`src/rtl/tx_frame_arbiter.sv`:
```
// Frame-level round-robin arbiter: two byte FIFOs with length descriptors feeding one MAC TX stream.
// Oversize frames are drained and counted; every transmitted frame is followed by an idle gap.
module tx_frame_arbiter #(
  parameter int DATA_W     = 8,
  parameter int LEN_W      = 11,
  parameter int MAX_LEN    = 1518,
  parameter int IFG_CYCLES = 12
) (
  input  logic              clk,
  input  logic              rst_n,
  input  logic              len_valid_0,
  input  logic [LEN_W-1:0]  len_0,
  output logic              len_pop_0,
  output logic              rd_0,
  input  logic [DATA_W-1:0] data_0,
  input  logic              len_valid_1,
  input  logic [LEN_W-1:0]  len_1,
  output logic              len_pop_1,
  output logic              rd_1,
  input  logic [DATA_W-1:0] data_1,
  output logic [DATA_W-1:0] tx_data,
  output logic              tx_valid,
  output logic              tx_last,
  input  logic              tx_ready,
  output logic              grant,
  output logic              busy,
  output logic [15:0]       drop_cnt
);

  localparam int IFG_W = $clog2(IFG_CYCLES + 1);

  typedef enum logic [2:0] {
    IDLE = 3'd0,
    LOAD = 3'd1,
    SEND = 3'd2,
    DROP = 3'd3,
    IFG  = 3'd4
  } state_e;

  state_e             state_q;
  logic [LEN_W-1:0]   rem_q;
  logic [IFG_W-1:0]   ifg_q;
  logic               grant_q;
  logic               last_grant_q;
  logic               pop0_q;
  logic               pop1_q;
  logic               busy_q;
  logic [15:0]        drop_q;
  logic               inflight_q;
  logic               inflight_last_q;

  // Two-entry skid FIFO; entry 0 is the head and directly drives the MAC stream.
  logic               v0_q;
  logic               v1_q;
  logic               l0_q;
  logic               l1_q;
  logic [DATA_W-1:0]  d0_q;
  logic [DATA_W-1:0]  d1_q;

  logic               pop_s;
  logic [1:0]         occ_s;
  logic               rd_s;
  logic               win_s;
  logic [DATA_W-1:0]  new_data_s;

  // Read credit, winner selection and returning-data mux.
  always_comb begin
    pop_s      = v0_q & tx_ready;
    occ_s      = 2'(v0_q) + 2'(v1_q) + 2'(inflight_q) - 2'(pop_s);
    rd_s       = 1'b0;
    win_s      = 1'b0;
    new_data_s = data_0;
    case (state_q)
      SEND:    rd_s = (rem_q != {LEN_W{1'b0}}) && (occ_s < 2'd2);
      DROP:    rd_s = (rem_q != {LEN_W{1'b0}});
      default: rd_s = 1'b0;
    endcase
    if (len_valid_0 && len_valid_1) begin
      win_s = ~last_grant_q;
    end else begin
      win_s = len_valid_1;
    end
    if (grant_q) begin
      new_data_s = data_1;
    end else begin
      new_data_s = data_0;
    end
  end

  // Frame FSM: grant, descriptor pop, byte countdown, drop counting and gap timing.
  always_ff @(posedge clk or negedge rst_n) begin
    if (!rst_n) begin
      state_q         <= IDLE;
      rem_q           <= {LEN_W{1'b0}};
      ifg_q           <= {IFG_W{1'b0}};
      grant_q         <= 1'b0;
      last_grant_q    <= 1'b1;
      pop0_q          <= 1'b0;
      pop1_q          <= 1'b0;
      busy_q          <= 1'b0;
      drop_q          <= 16'd0;
      inflight_q      <= 1'b0;
      inflight_last_q <= 1'b0;
    end else begin
      pop0_q          <= 1'b0;
      pop1_q          <= 1'b0;
      inflight_q      <= (state_q == SEND) && rd_s;
      inflight_last_q <= (state_q == SEND) && rd_s && (rem_q == LEN_W'(1));
      if (rd_s) begin
        rem_q <= rem_q - LEN_W'(1);
      end
      case (state_q)
        IDLE: begin
          if (len_valid_0 || len_valid_1) begin
            grant_q <= win_s;
            rem_q   <= win_s ? len_1 : len_0;
            pop0_q  <= ~win_s;
            pop1_q  <= win_s;
            busy_q  <= 1'b1;
            state_q <= LOAD;
          end
        end
        LOAD: begin
          if (rem_q == {LEN_W{1'b0}}) begin
            busy_q  <= 1'b0;
            state_q <= IDLE;
          end else if (rem_q > LEN_W'(MAX_LEN)) begin
            state_q <= DROP;
          end else begin
            last_grant_q <= grant_q;
            state_q      <= SEND;
          end
        end
        SEND: begin
          if (pop_s && l0_q) begin
            ifg_q   <= IFG_W'(IFG_CYCLES - 1);
            state_q <= IFG;
          end
        end
        DROP: begin
          if (rem_q == {LEN_W{1'b0}}) begin
            if (drop_q != 16'hFFFF) begin
              drop_q <= drop_q + 16'd1;
            end
            busy_q  <= 1'b0;
            state_q <= IDLE;
          end
        end
        IFG: begin
          if (ifg_q == {IFG_W{1'b0}}) begin
            busy_q  <= 1'b0;
            state_q <= IDLE;
          end else begin
            ifg_q <= ifg_q - IFG_W'(1);
          end
        end
        default: begin
          busy_q  <= 1'b0;
          state_q <= IDLE;
        end
      endcase
    end
  end

  // Skid FIFO: push returning bytes, shift on MAC handshake, hold head while stalled.
  always_ff @(posedge clk or negedge rst_n) begin
    if (!rst_n) begin
      v0_q <= 1'b0;
      v1_q <= 1'b0;
      l0_q <= 1'b0;
      l1_q <= 1'b0;
      d0_q <= {DATA_W{1'b0}};
      d1_q <= {DATA_W{1'b0}};
    end else begin
      case ({inflight_q, pop_s})
        2'b11: begin
          if (v1_q) begin
            d0_q <= d1_q;
            l0_q <= l1_q;
            d1_q <= new_data_s;
            l1_q <= inflight_last_q;
          end else begin
            d0_q <= new_data_s;
            l0_q <= inflight_last_q;
          end
        end
        2'b10: begin
          if (v0_q) begin
            d1_q <= new_data_s;
            l1_q <= inflight_last_q;
            v1_q <= 1'b1;
          end else begin
            d0_q <= new_data_s;
            l0_q <= inflight_last_q;
            v0_q <= 1'b1;
          end
        end
        2'b01: begin
          d0_q <= d1_q;
          l0_q <= l1_q;
          v0_q <= v1_q;
          v1_q <= 1'b0;
          l1_q <= 1'b0;
        end
        default: begin
          v0_q <= v0_q;
        end
      endcase
    end
  end

  assign rd_0      = rd_s & ~grant_q;
  assign rd_1      = rd_s & grant_q;
  assign len_pop_0 = pop0_q;
  assign len_pop_1 = pop1_q;
  assign tx_data   = d0_q;
  assign tx_valid  = v0_q;
  assign tx_last   = v0_q & l0_q;
  assign grant     = grant_q;
  assign busy      = busy_q;
  assign drop_cnt  = drop_q;

endmodule

```
`config.mk`:
```
export PLATFORM = sky130hd
export DESIGN_NAME = tx_frame_arbiter
export DESIGN_NICKNAME = d
export VERILOG_FILES = /design/src/rtl/tx_frame_arbiter.sv
export SDC_FILE = /design/constraint.sdc
export NUM_CORES = 1
export LEC_CHECK = 0
export CAP_MARGIN = 40
export CORE_ASPECT_RATIO = 0.9
export CORE_UTILIZATION = 48
export DETAILED_ROUTE_END_ITERATION = 8
export GPL_TIMING_DRIVEN = 0
export PLACE_DENSITY = 0.76
export SETUP_SLACK_MARGIN = 0.02
export SYNTH_ARGS = -nofsm -noshare
export SYNTH_HDL_FRONTEND = slang
export SYNTH_SLANG_ARGS = --single-unit
```
`constraint.sdc`:
```
create_clock -name clk -period 3.8 [get_ports clk]
set_input_delay 0.38 -clock clk [delete_from_list [all_inputs] [get_ports clk]]
set_output_delay 0.38 -clock clk [all_outputs]
set_load 0.01 [all_outputs]
```
==> metrics.cfg <==
[outcome]
outcome = complete, no violations

[setup_path]
worstPathMaxFanout = 10
rr_worst_depth = 10
cpMaxStageDelayCell = dfrtp_2
cp-start-kind = flop
path_class = flop to output port
path_common_cell = ha_1
r2r_slack_ns = 0.88
crit_arrival_ns = 2.89
r2r-end = rem_q[4]$_DFF_PN0_
crit_path_cell_trace = and2_2 > ha_1 > inv_1 > ha_1 > a21oi_2 > mux2i_2 > nand3b_1 > buf_4 > nor2_1 > dlymetal6s2s_1
timing.rr.start = tx_valid$_DFFE_PN0N_
crit_path_end_kind = output port
required_ns = 3.42
max_stage_delay_ns = 0.46

[clock_tree]
clkTransAtPathRegs_ns = 0.07
cts_made_buffers = 9
cts_tree = done
clock_sinks = 61
cts.path.max_buffers = 2
clockRootBuffer = clkbuf_8
worstSkewPairLatency_ns = 0.33
htree_levels = 3

[detailed_routing]
vias_per_cell = 5.76
vias = 2941
drt_iter0_drc = 153
drtPass1Iterations = 4
wire_per_inst_um = 15.9
ant_nets = 0
wirelength_um = 8130
drc = 0

[floorplanning]
core.rowCount = 28
die_area_um2 = 7400
initial_core_util_pct = 50.7
fp.dieW_um = 90.6
io_pins = 75
die_h_um = 81.7
core_um2 = 6690

[place]
post-place-cells = 494
portBuffers = 74
dpl_cell_area_um2 = 4260
dp_hpwl_um = 5800
gp_congestion = 0.898

[logic_synthesis]
synth_nets = 383
syn_avg_cell_area_um2 = 10.3
seq_area_frac_synth_pct = 45.1
synth_warnings = 0
ys_types = 52
synth_top_cell_by_area = dfrtp_1
async_flop_share_pct = 100
synth_cells = 329
synth_edf_count = 0
ys_ff_latch = 61
yosys.area.top_type_share_pct = 44.3
netlist_top_cells_area = dfrtp_1 44%, mux2_2 6.3%, ha_1 4.1%
synth_ff_type = dfrtp_1
syn_area_um2 = 3390

[sta]
setup_viol = 0
finalHoldViolCount = 0
rsz0062_at_grt = no
fmax_mhz = 306
timing_worst_slew_pin_value_ns = 0.822
drv_slew = 0
relSlewSlack_pct = 45.2
period_share_pct = 86.1
period_needed_ns = 3.27
finalClockSkew_ns = 0.00877

[cells_and_area]
nets = 470
final_cell_area_um2 = 4460
layout-drive-gt1-share_pct = 11.9
antenna_cells = 0
final_cells = 511
areaGrowthSynthToFinish_pct = 31.7
fillers = 534

[grt]
grt_pass1_wl_um = 13900
gr-total-overflow = 0
grt_antenna_before_repair = 0
grt_pass1_vias = 2924
grt_max_degree = 34
grt_usage_pct = 23.9

[power_and_ir_drop]
power.density_nw_per_um2 = 681
leakagePower_nw = 1.95
total_power_mw = 3.04
ir_drop_uv = 343

[min_path]
min-delay-path-class = primary input to async pin

[job]
maxCapViolCount = 0

## Yosys cell counts, types with 2 or more instances
cell type	number
a211oi_1	8
mux2_2	19
or3_1	4
o22ai_1	2
xor2_1	11
a221oi_1	9
buf_1	3
mux2i_1	11
and3_1	5
xnor2_1	8
dfrtp_1	60
ha_1	11
buf_2	2
nand4_1	8
nor3_1	11
nor2_1	17
nand3_1	11
nand3b_1	2
nor2b_1	3
a21o_1	9
and2_1	2
and4_1	2
o211ai_1	5
o21ai_0	8
o311ai_0	2
a21oi_1	10
clkbuf_1	10
or4_1	6
nand2b_1	3
nand2_1	16
a22oi_1	10
inv_1	15
nor4_1	6
nor3b_1	2
## through the flow
| stage | utilization [%] | hold WS (ns) | setup slack, ns | setup TNS (ns) |
|---|---|---|---|---|
| after CTS | 66.5 | 0.0992 | 0.0775 | 0 |
| after global placement | 63.4 | 0.460 | -0.201 | -0.392 |
| final | 66.7 | 0.0818 | 0.529 | 0 |
| after global routing | 66.7 | 0.129 | 0.315 | 0 |
| after floorplan | - | 0.0844 | 0.936 | 0 |
| after detailed placement | 63.6 | 0.461 | -0.209 | -0.392 |
## kinds of logic (layout without fill, tap and decap cells)
group / count (synthesis) / in the layout / synth area share, %
AND/OR/NAND/NOR: 105 / 105 / 17.5
buffers and inverters: 31 / 123 / 3.73
XOR/XNOR: 19 / 19 / 4.91
adder cells (fa/ha/maj): 11 / 11 / 4.06
AO/OA/AOI/OAI: 72 / 72 / 15.1
multiplexers: 30 / 30 / 9.56
flip-flops: 61 / 61 / 45.1
## layer usage
layer / vias to the layer above / wire, µm / track usage (%)
li1: 1399 / - / -
met3: 11 / 419 / 3.61
met2: 99 / 3850 / 40.5
met4: 0 / 110 / 8.87
met1: 1432 / 3750 / 31.7
met5: - / 0 / 0
## sequential cells by signal (all words and copies together) (netlist names)
name and flops:
last_grant_q 1, v1_q 1, tx_data 8, l1_q 1, state_q 3, l0_q 1
busy 1, tx_valid 1, grant 1, ifg_q 4, drop_cnt 16, len_pop_0 1
rem_q 11, len_pop_1 1, inflight_last_q 1, inflight_q 1, d1_q 8
## power by group
| group | leakage [nW] | total, mW | switching, mW | internal, mW |
|---|---|---|---|---|
| clock network | 0.0921 | 0.515 | 0.247 | 0.269 |
| registers | 0.763 | 1.09 | 0.219 | 0.872 |
| logic | 1.09 | 1.43 | 0.732 | 0.702 |
## worst max-delay path by stage
stage	from	to	slack (ns)	cells after the start
CTS	tx_valid$_DFFE_PN0N_	rd_0	0.08	10
floorplan	tx_valid$_DFFE_PN0N_	rd_0	0.94	10
finish	tx_valid$_DFFE_PN0N_	rd_0	0.53	10
detailed placement	tx_ready	rd_0	-0.21	12
global placement	tx_ready	rd_0	-0.20	12
global route	tx_valid$_DFFE_PN0N_	rd_1	0.31	10
## placed cells by master (no fill, tap or decap), types with 6 or more instances in the layout
cell             Yosys  final
xor2_1              11     11
a22oi_1             10     10
nor3_1              11     11
xnor2_1              8      8
nand2_1             16     16
a211oi_1             8      8
nor4_1               6      6
mux2_2              19     19
dfrtp_1             60     59
ha_1                11     11
clkbuf_8             0     11
a221oi_1             9      9
a21oi_1             10      9
nand4_1              8      8
o21ai_0              8      8
clkdlybuf4s50_1      0     71
or4_1                6      6
mux2i_1             11     10
inv_1               15     15
clkbuf_1            10     10
a21o_1               9      9
nor2_1              17     17
nand3_1             11     11
## repair_timing
action | 4_1_cts | 5_1_grt
cloned | 0 | 0
endpoints found under the setup margin | 2 | 2
gates resized for setup | 2 | 6
hold buffers | 0 | 0
setup buffers | 1 | 1
## worst max-delay path: cells and delay by family, from the launching register on
family	cells	cell delay (ns)
fa+ha+maj	2	0.62
flops	1	0.46
mux	1	0.29
simple gates	3	0.51
compound gates	1	0.21
buf+inv	3	0.46
## area by class of cell
type	count	area (µm²)	share of cell area, %
well taps	90	113	2.52
repair buffers	77	776	17.4
inverters	15	56.3	1.26
clock inverters	4	22.5	0.504
plain buffers	15	68.8	1.54
multi-input cells	237	1740	39.1
flip-flops and latches	61	1530	34.2
clock buffers	12	155	3.48
Power figures use the tool's default switching activity.
